File: src/rtl/present80_nibble_engine.sv
// rtl/present80_nibble_engine.sv - nibble-serial PRESENT-80 encryption engine
// One state S-box shared across 16 SUB cycles per round, then a single PERM cycle with the key update.
module present80_nibble_engine #(
    parameter int ROUNDS = 31
) (
    input  logic        Clk_ik,
    input  logic        Reset_ir,
    input  logic [63:0] PlainText_ib,
    input  logic [79:0] Key_ib,
    input  logic        Start_i,
    output logic [63:0] CipherText_ob,
    output logic        Ready_o
);

    typedef enum logic [1:0] {IDLE, SUB, PERM} fsm_t;

    fsm_t        fsm_q, fsm_d;
    logic [63:0] state_q, state_d;
    logic [79:0] key_q, key_d;
    logic [4:0]  rc_q, rc_d;
    logic [3:0]  nc_q, nc_d;
    logic [63:0] ct_q, ct_d;
    logic        ready_q, ready_d;

    logic [79:0] key_rot;
    logic [79:0] key_next;
    logic [63:0] perm_out;

    function automatic logic [3:0] sbox(input logic [3:0] x);
        logic [3:0] y;
        case (x)
            4'h0: y = 4'hC;
            4'h1: y = 4'h5;
            4'h2: y = 4'h6;
            4'h3: y = 4'hB;
            4'h4: y = 4'h9;
            4'h5: y = 4'h0;
            4'h6: y = 4'hA;
            4'h7: y = 4'hD;
            4'h8: y = 4'h3;
            4'h9: y = 4'hE;
            4'hA: y = 4'hF;
            4'hB: y = 4'h8;
            4'hC: y = 4'h4;
            4'hD: y = 4'h7;
            4'hE: y = 4'h1;
            default: y = 4'h2;
        endcase
        return y;
    endfunction

    // Bit i lands at 16*i mod 63; bit 63 is a fixed point of the permutation.
    function automatic logic [63:0] p_layer(input logic [63:0] x);
        logic [63:0] y;
        y = '0;
        for (int i = 0; i < 63; i++) begin
            y[6'((16 * i) % 63)] = x[6'(i)];
        end
        y[63] = x[63];
        return y;
    endfunction

    always_comb begin
        key_rot            = {key_q[18:0], key_q[79:19]};
        key_next           = key_rot;
        key_next[79:76]    = sbox(key_rot[79:76]);
        key_next[19:15]    = key_rot[19:15] ^ rc_q;
        perm_out           = p_layer(state_q) ^ key_next[79:16];
    end

    always_comb begin
        fsm_d   = fsm_q;
        state_d = state_q;
        key_d   = key_q;
        rc_d    = rc_q;
        nc_d    = nc_q;
        ct_d    = ct_q;
        ready_d = ready_q;
        case (fsm_q)
            IDLE: begin
                if (Start_i) begin
                    state_d = PlainText_ib ^ Key_ib[79:16];
                    key_d   = Key_ib;
                    rc_d    = 5'd1;
                    nc_d    = 4'd0;
                    ready_d = 1'b0;
                    fsm_d   = SUB;
                end
            end
            SUB: begin
                state_d = {sbox(state_q[3:0]), state_q[63:4]};
                nc_d    = nc_q + 4'd1;
                if (nc_q == 4'd15) begin
                    fsm_d = PERM;
                end
            end
            PERM: begin
                state_d = perm_out;
                key_d   = key_next;
                if (rc_q == 5'(ROUNDS)) begin
                    // Final round key doubles as post-whitening, so the result is ready on this edge.
                    ct_d    = perm_out;
                    ready_d = 1'b1;
                    fsm_d   = IDLE;
                end else begin
                    rc_d  = rc_q + 5'd1;
                    nc_d  = 4'd0;
                    fsm_d = SUB;
                end
            end
            default: fsm_d = IDLE;
        endcase
    end

    always_ff @(posedge Clk_ik) begin
        if (Reset_ir) begin
            fsm_q   <= IDLE;
            state_q <= '0;
            key_q   <= '0;
            rc_q    <= '0;
            nc_q    <= '0;
            ct_q    <= '0;
            ready_q <= 1'b1;
        end else begin
            fsm_q   <= fsm_d;
            state_q <= state_d;
            key_q   <= key_d;
            rc_q    <= rc_d;
            nc_q    <= nc_d;
            ct_q    <= ct_d;
            ready_q <= ready_d;
        end
    end

    assign CipherText_ob = ct_q;
    assign Ready_o       = ready_q;

endmodule

File: config.mk
export PLATFORM = sky130hd
export DESIGN_NAME = present80_nibble_engine
export DESIGN_NICKNAME = d
export VERILOG_FILES = /design/src/rtl/present80_nibble_engine.sv
export SDC_FILE = /design/constraint.sdc
export NUM_CORES = 1
export LEC_CHECK = 0
export CAP_MARGIN = 20
export CORE_ASPECT_RATIO = 0.7
export CORE_MARGIN = 2
export CORE_UTILIZATION = 48
export CTS_BUF_LIST = sky130_fd_sc_hd__clkbuf_2
export DETAILED_ROUTE_END_ITERATION = 10
export PLACE_DENSITY = 0.79
export SLEW_MARGIN = 25
export SYNTH_ARGS = -nofsm -noshare
export SYNTH_HDL_FRONTEND = slang
export SYNTH_SLANG_ARGS = --single-unit
File: constraint.sdc
create_clock -name Clk_ik -period 2.84 [get_ports Clk_ik]
set_clock_uncertainty 0.1 [all_clocks]
set_input_delay 0.852 -clock Clk_ik [delete_from_list [all_inputs] [get_ports Clk_ik]]
set_output_delay 0.852 -clock Clk_ik [all_outputs]
set_load 0.005 [all_outputs]
## Word-level counts from Yosys, hierarchy flattened

Memory sizes are Yosys's and may differ from the RTL's. A register that Yosys moved wholly into a read port is not among the register bits.
Cells that the tools add are included.
Widths: inputs -> output; s select.

| storage, ports and cells | value |
|---|---|
| memories kept | 2 |
| flip-flop bits (word level) | 220 |
| bits in read-only memories | 128 |
| output and inout port bits | 65 |
| logic and storage cells | 53 |

Memories:

| memory | words | width | read ports | clocked after Yosys merged registers in | wr ports | RTL line | source |
|---|---|---|---|---|---|---|---|
| (no name shown) | 16 | 4 | 1 | 1 | 0 | 31 | `case (x)` |
| (no name shown) | 16 | 4 | 1 | 1 | 0 | 31 |  |

| cells by class | value |
|---|---|
| equal/unequal tests | 8 |
| bitwise operators | 3 |
| $add $sub $neg | 2 |
| reduce and logical (&&, ||, !) cells | 10 |
| multiplexer cells | 21 |

Operators by type and width:

| cell | count |
|---|---|
| $pmux 64 s3 | 1 |
| $pmux 80 s2 | 1 |
| $xor 64x64->64 | 2 |
| $mux 80 | 1 |
| $mux 64 | 1 |
| $mux 4 | 6 |
| $pmux 4 s3 | 1 |
| $mux 5 | 2 |
| $pmux 5 s2 | 1 |
| $reduce_and 3->1 | 3 |
| $ne 2x2->1 const B | 4 |
| $reduce_and 2->1 | 4 |
| $pmux 2 s3 | 1 |
| $add 5x1->5 const B | 1 |
| $eq 5x5->1 const B | 1 |
| $xor 5x5->5 | 1 |
| $add 4x1->4 const B | 1 |
| $eq 4x4->1 const B | 1 |
| $mux 2 | 2 |
| $mux 1 | 3 |
| $reduce_bool 3->1 | 1 |
| $eq 2x1->1 const B | 1 |
| $eq 2x2->1 const B | 1 |
| $logic_not 2->1 | 1 |
| other kinds (2) | 2 |

## Longest topological paths before layout

| logic depth | value |
|---|---|
| depth in word-level cells | 5 |
| gate-level depth with buffers | 13 |
| depth with buffers taken out | 11 |

## Least setup slack after synthesis

OpenSTA, ideal clock, no wires.

| timing path | value |
|---|---|
| path type | input -> register |
| start | in Start_i |
| end | reg key_next[76] (netlist name) |
| arrival | 2591 ps |
| required time | 2623 ps |
| buffers on the path | 1 |
| slack | 32 ps |
| stages on the path | 8 |
| path through | mux2i_1 buf_2 nor2_1 a21oi_1 inv_1 ha_1 or3_1 a32o_1 |

| on the way | value |
|---|---|
| longest elaborated chain between the ends | 4 |

Ends and longest elaborated chain:

| item | RTL line | source |
|---|---|---|
| start, declared | 10 | `input logic Start_i,` |
| $ne 2x2->1 (no source line) | -- |  |
| $reduce_and 2->1 (no source line) | -- |  |
| $mux 4 (no source line) (2 in series) | -- |  |

No other way between the ends.
A chain may end at the register's enable or synchronous reset.

==> metrics.yaml <==
status: "finished clean"
seqCellArea_um2: 4240
fill_cells: 1830
port_buffers: 195
setup_ws_ps: 144
dieHeight_um: 127
critPathKind: "flip-flop to flip-flop"
tightestPinTransition_ps: 857
synth_edf_count: 0
cts_hold_buf: 0
final_cell_mix: "dfxtp_1 (212), clkdlybuf4s50_1 (194), nand2_1 (160)"
drt-wirelength-per-cell_um: 19.8
io_pins: 212
drt_wl_total_um: 34100
diodes: 0
core-area_um2: 20900
hp-start: "Reset_ir"
use_met1_pct: 42.2
crit_fanout: 11
final_layout_size_suffix_gt1_share_pct: 10.4
vias: 10034
clkTransAtPathRegs_ps: 120
rr_worst_depth: 10
rrSetupSlack_ps: 140
cp-start-kind: "flip-flop"
busiest_layer: "met1"
grt_max_degree: 80
maxSlewViolCount: 0
route.detailed.drc: 0
avgSynthCellArea_um2: 8.48
multiInputGateArea_um2: 5550
timing.rr.start: "fsm_q[0]$_SDFFE_PP0P_"
period_share_pct: 94.9
ys_ff_latch: 212
cts.htree.levels: 2
mostFrequentLayoutCell: "dfxtp_1"
instances_no_fill: 1721
antenna_found_initial: 0
fp.dieArea_um2: 22700
async_reset_ff_share_pct: 0
finalHoldViolCount: 0
drv_cap: 0
pre_cts_slack_ps: -399
grt_overflow: 0
whs_path_depth: 2
fp.dieW_um: 179
ys_seq_area_share_pct: 41.2
grt_pass1_vias: 9438
firstDrtPassIters: 7
cp-end-kind: "flip-flop"
setup_tns_ps: 0
drt_iter0_drc: 1132
max-vdd-ir-drop_mv: 0.477
placementRows: 44
p_per_area_nw_per_um2: 937
dpl.cell_count: 1631
drt-vias-per-instance: 5.83
synth_area_um2: 10300
hold_end: "state_q[0]$_SDFFE_PP0N_"
drtAntennaViolNets: 0
use_met2_pct: 42.0
clockBufferDepth: 3
p_leak_nw: 4.88
clock.fmax_ghz: 0.371
area_delta_synth_final_pct: 26.6
hold_class: "input pin to flip-flop"
grt_use_met3_pct: 9.35
period_minus_slack_ps: 2700
place.gp.congestion: 0.937
required_ps: 3470
synth_cells: 1216
cts_root_buf: "clkbuf_2"
clk_latency_ps: 840
gr-usage-all-layers_pct: 29.2
cts.sinks: 212
cp.arrival_ps: 3330
cts_tree: "yes"
rsz0062_at_grt: "false"
cts_buffers: 50
setup_viol: 0
slew-limit-headroom_pct: 42.8
dp_hpwl_um: 24600
synth.distinct_cells: 59
final_nets: 1574
design_area_um2: 13100
postPlaceCellArea_um2: 12600
grt_pass1_wl_um: 51500
start_util_pct: 49.3
synth_ff_type: "dfxtp_1"
yosysWarnings: 0
-- cell usage after synthesis, types with 3 or more instances --
library cell / instances / area, um2
buf_4: 16 / 120
nand2b_1: 3 / 18.8
nor3_1: 35 / 175
mux2_2: 4 / 45.0
and2_1: 4 / 25.0
buf_2: 9 / 45.0
xnor2_1: 68 / 596
nor2_1: 127 / 477
o21ai_0: 23 / 115
a211oi_1: 63 / 473
a21oi_1: 111 / 556
xor2_1: 16 / 140
o211ai_1: 19 / 143
dfxtp_1: 212 / 4240
nand3_1: 23 / 115
a22oi_1: 3 / 22.5
ha_1: 18 / 225
mux2i_1: 51 / 510
buf_1: 11 / 41.3
inv_1: 15 / 56.3
clkbuf_1: 78 / 293
mux2_1: 3 / 33.8
a211o_1: 31 / 272
and3_1: 3 / 18.8
nand2_1: 160 / 601
o22ai_1: 34 / 213
a221oi_1: 35 / 307
-- metal layers --
metal	part of all wire (%)	routed length, um
met1	44	15200
met2	41	14100
met3	12	4240
met4	1.9	635
met5	0	0
-- power by group --
| group | switching, mW | leakage (nW) | total (mW) | internal (mW) |
|---|---|---|---|---|
| clock | 1.26 | 0.345 | 2.05 | 0.788 |
| sequential | 0.897 | 1.74 | 4.71 | 3.81 |
| combinational | 3.10 | 2.80 | 5.47 | 2.37 |
| total | 5.26 | 4.88 | 12.2 | 6.97 |
-- critical path, stage by stage, from the launching register on --
cell     delay, ps
dfxtp_1        380
inv_2          130
ha_4           220
inv_2           60
o311a_1        350
o311a_1        310
nor2_1         170
inv_1          100
ha_1           320
mux2_1         320
o22ai_1        150
-- metrics by stage --
stage / hold WS, ps / util [%] / total power, mW
after floorplan: 332 / - / 8.19
after global routing: 95.8 / 62.4 / 12.9
after detailed placement: 347 / 60.1 / 10.0
after global placement: 338 / 60.1 / 9.83
after CTS: 84.7 / 62.2 / 12.0
final: 142 / 62.4 / 12.2
-- layout make-up --
cell class | instances | share of cell area [%]
Clock inverter | 13 | 0.614
Timing Repair Buffer | 245 | 18.3
Clock buffer | 75 | 2.88
Multi-Input combinational cell | 883 | 42.5
Tap cell | 276 | 2.65
Inverter | 17 | 0.489
Sequential cell | 212 | 32.5
-- cells by family (layout without fill, tap and decap cells) --
family          count (synthesis)  after routing  share of synthesized area (%)
mux                            58             58                           5.72
buf+inv                       136            350                           6.03
flops                         212            212                           41.2
xor+xnor                       87             87                           7.81
simple gates                  365            365                           14.6
compound gates                339            339                           22.5
fa+ha+maj                      18             18                           2.18
other cells                     1             16                         0.0364
-- repair_timing --
item	CTS	global route
gates resized for setup	0	3
setup endpoints to repair	0	6
setup buffers	0	2
-- registers in the layout, indices dropped and copies added (netlist names), named ones only --
register and count:
nc_q 4, key_q 80, Ready_o 1, key_next 4, CipherText_ob 48, fsm_q 2, rc_q 5, state_q 64
-- worst max path at each step --
stage | startpoint | end | slack (ps) | depth (start not counted)
global route | fsm_q[1]$_SDFFE_PP0P_ | flip-flop | 30 | 10
global placement | Start_i | key_next[76]$_DFF_P_ | -280 | 9
floorplan | Start_i | key_next[76]$_DFF_P_ | 30 | 8
CTS | fsm_q[0]$_SDFFE_PP0P_ | flip-flop | 10 | 10
finish | fsm_q[0]$_SDFFE_PP0P_ | flip-flop | 140 | 10
detailed placement | Key_ib[16] | flip-flop | -400 | 9
No activity file was read; power rests on OpenSTA's default activity.
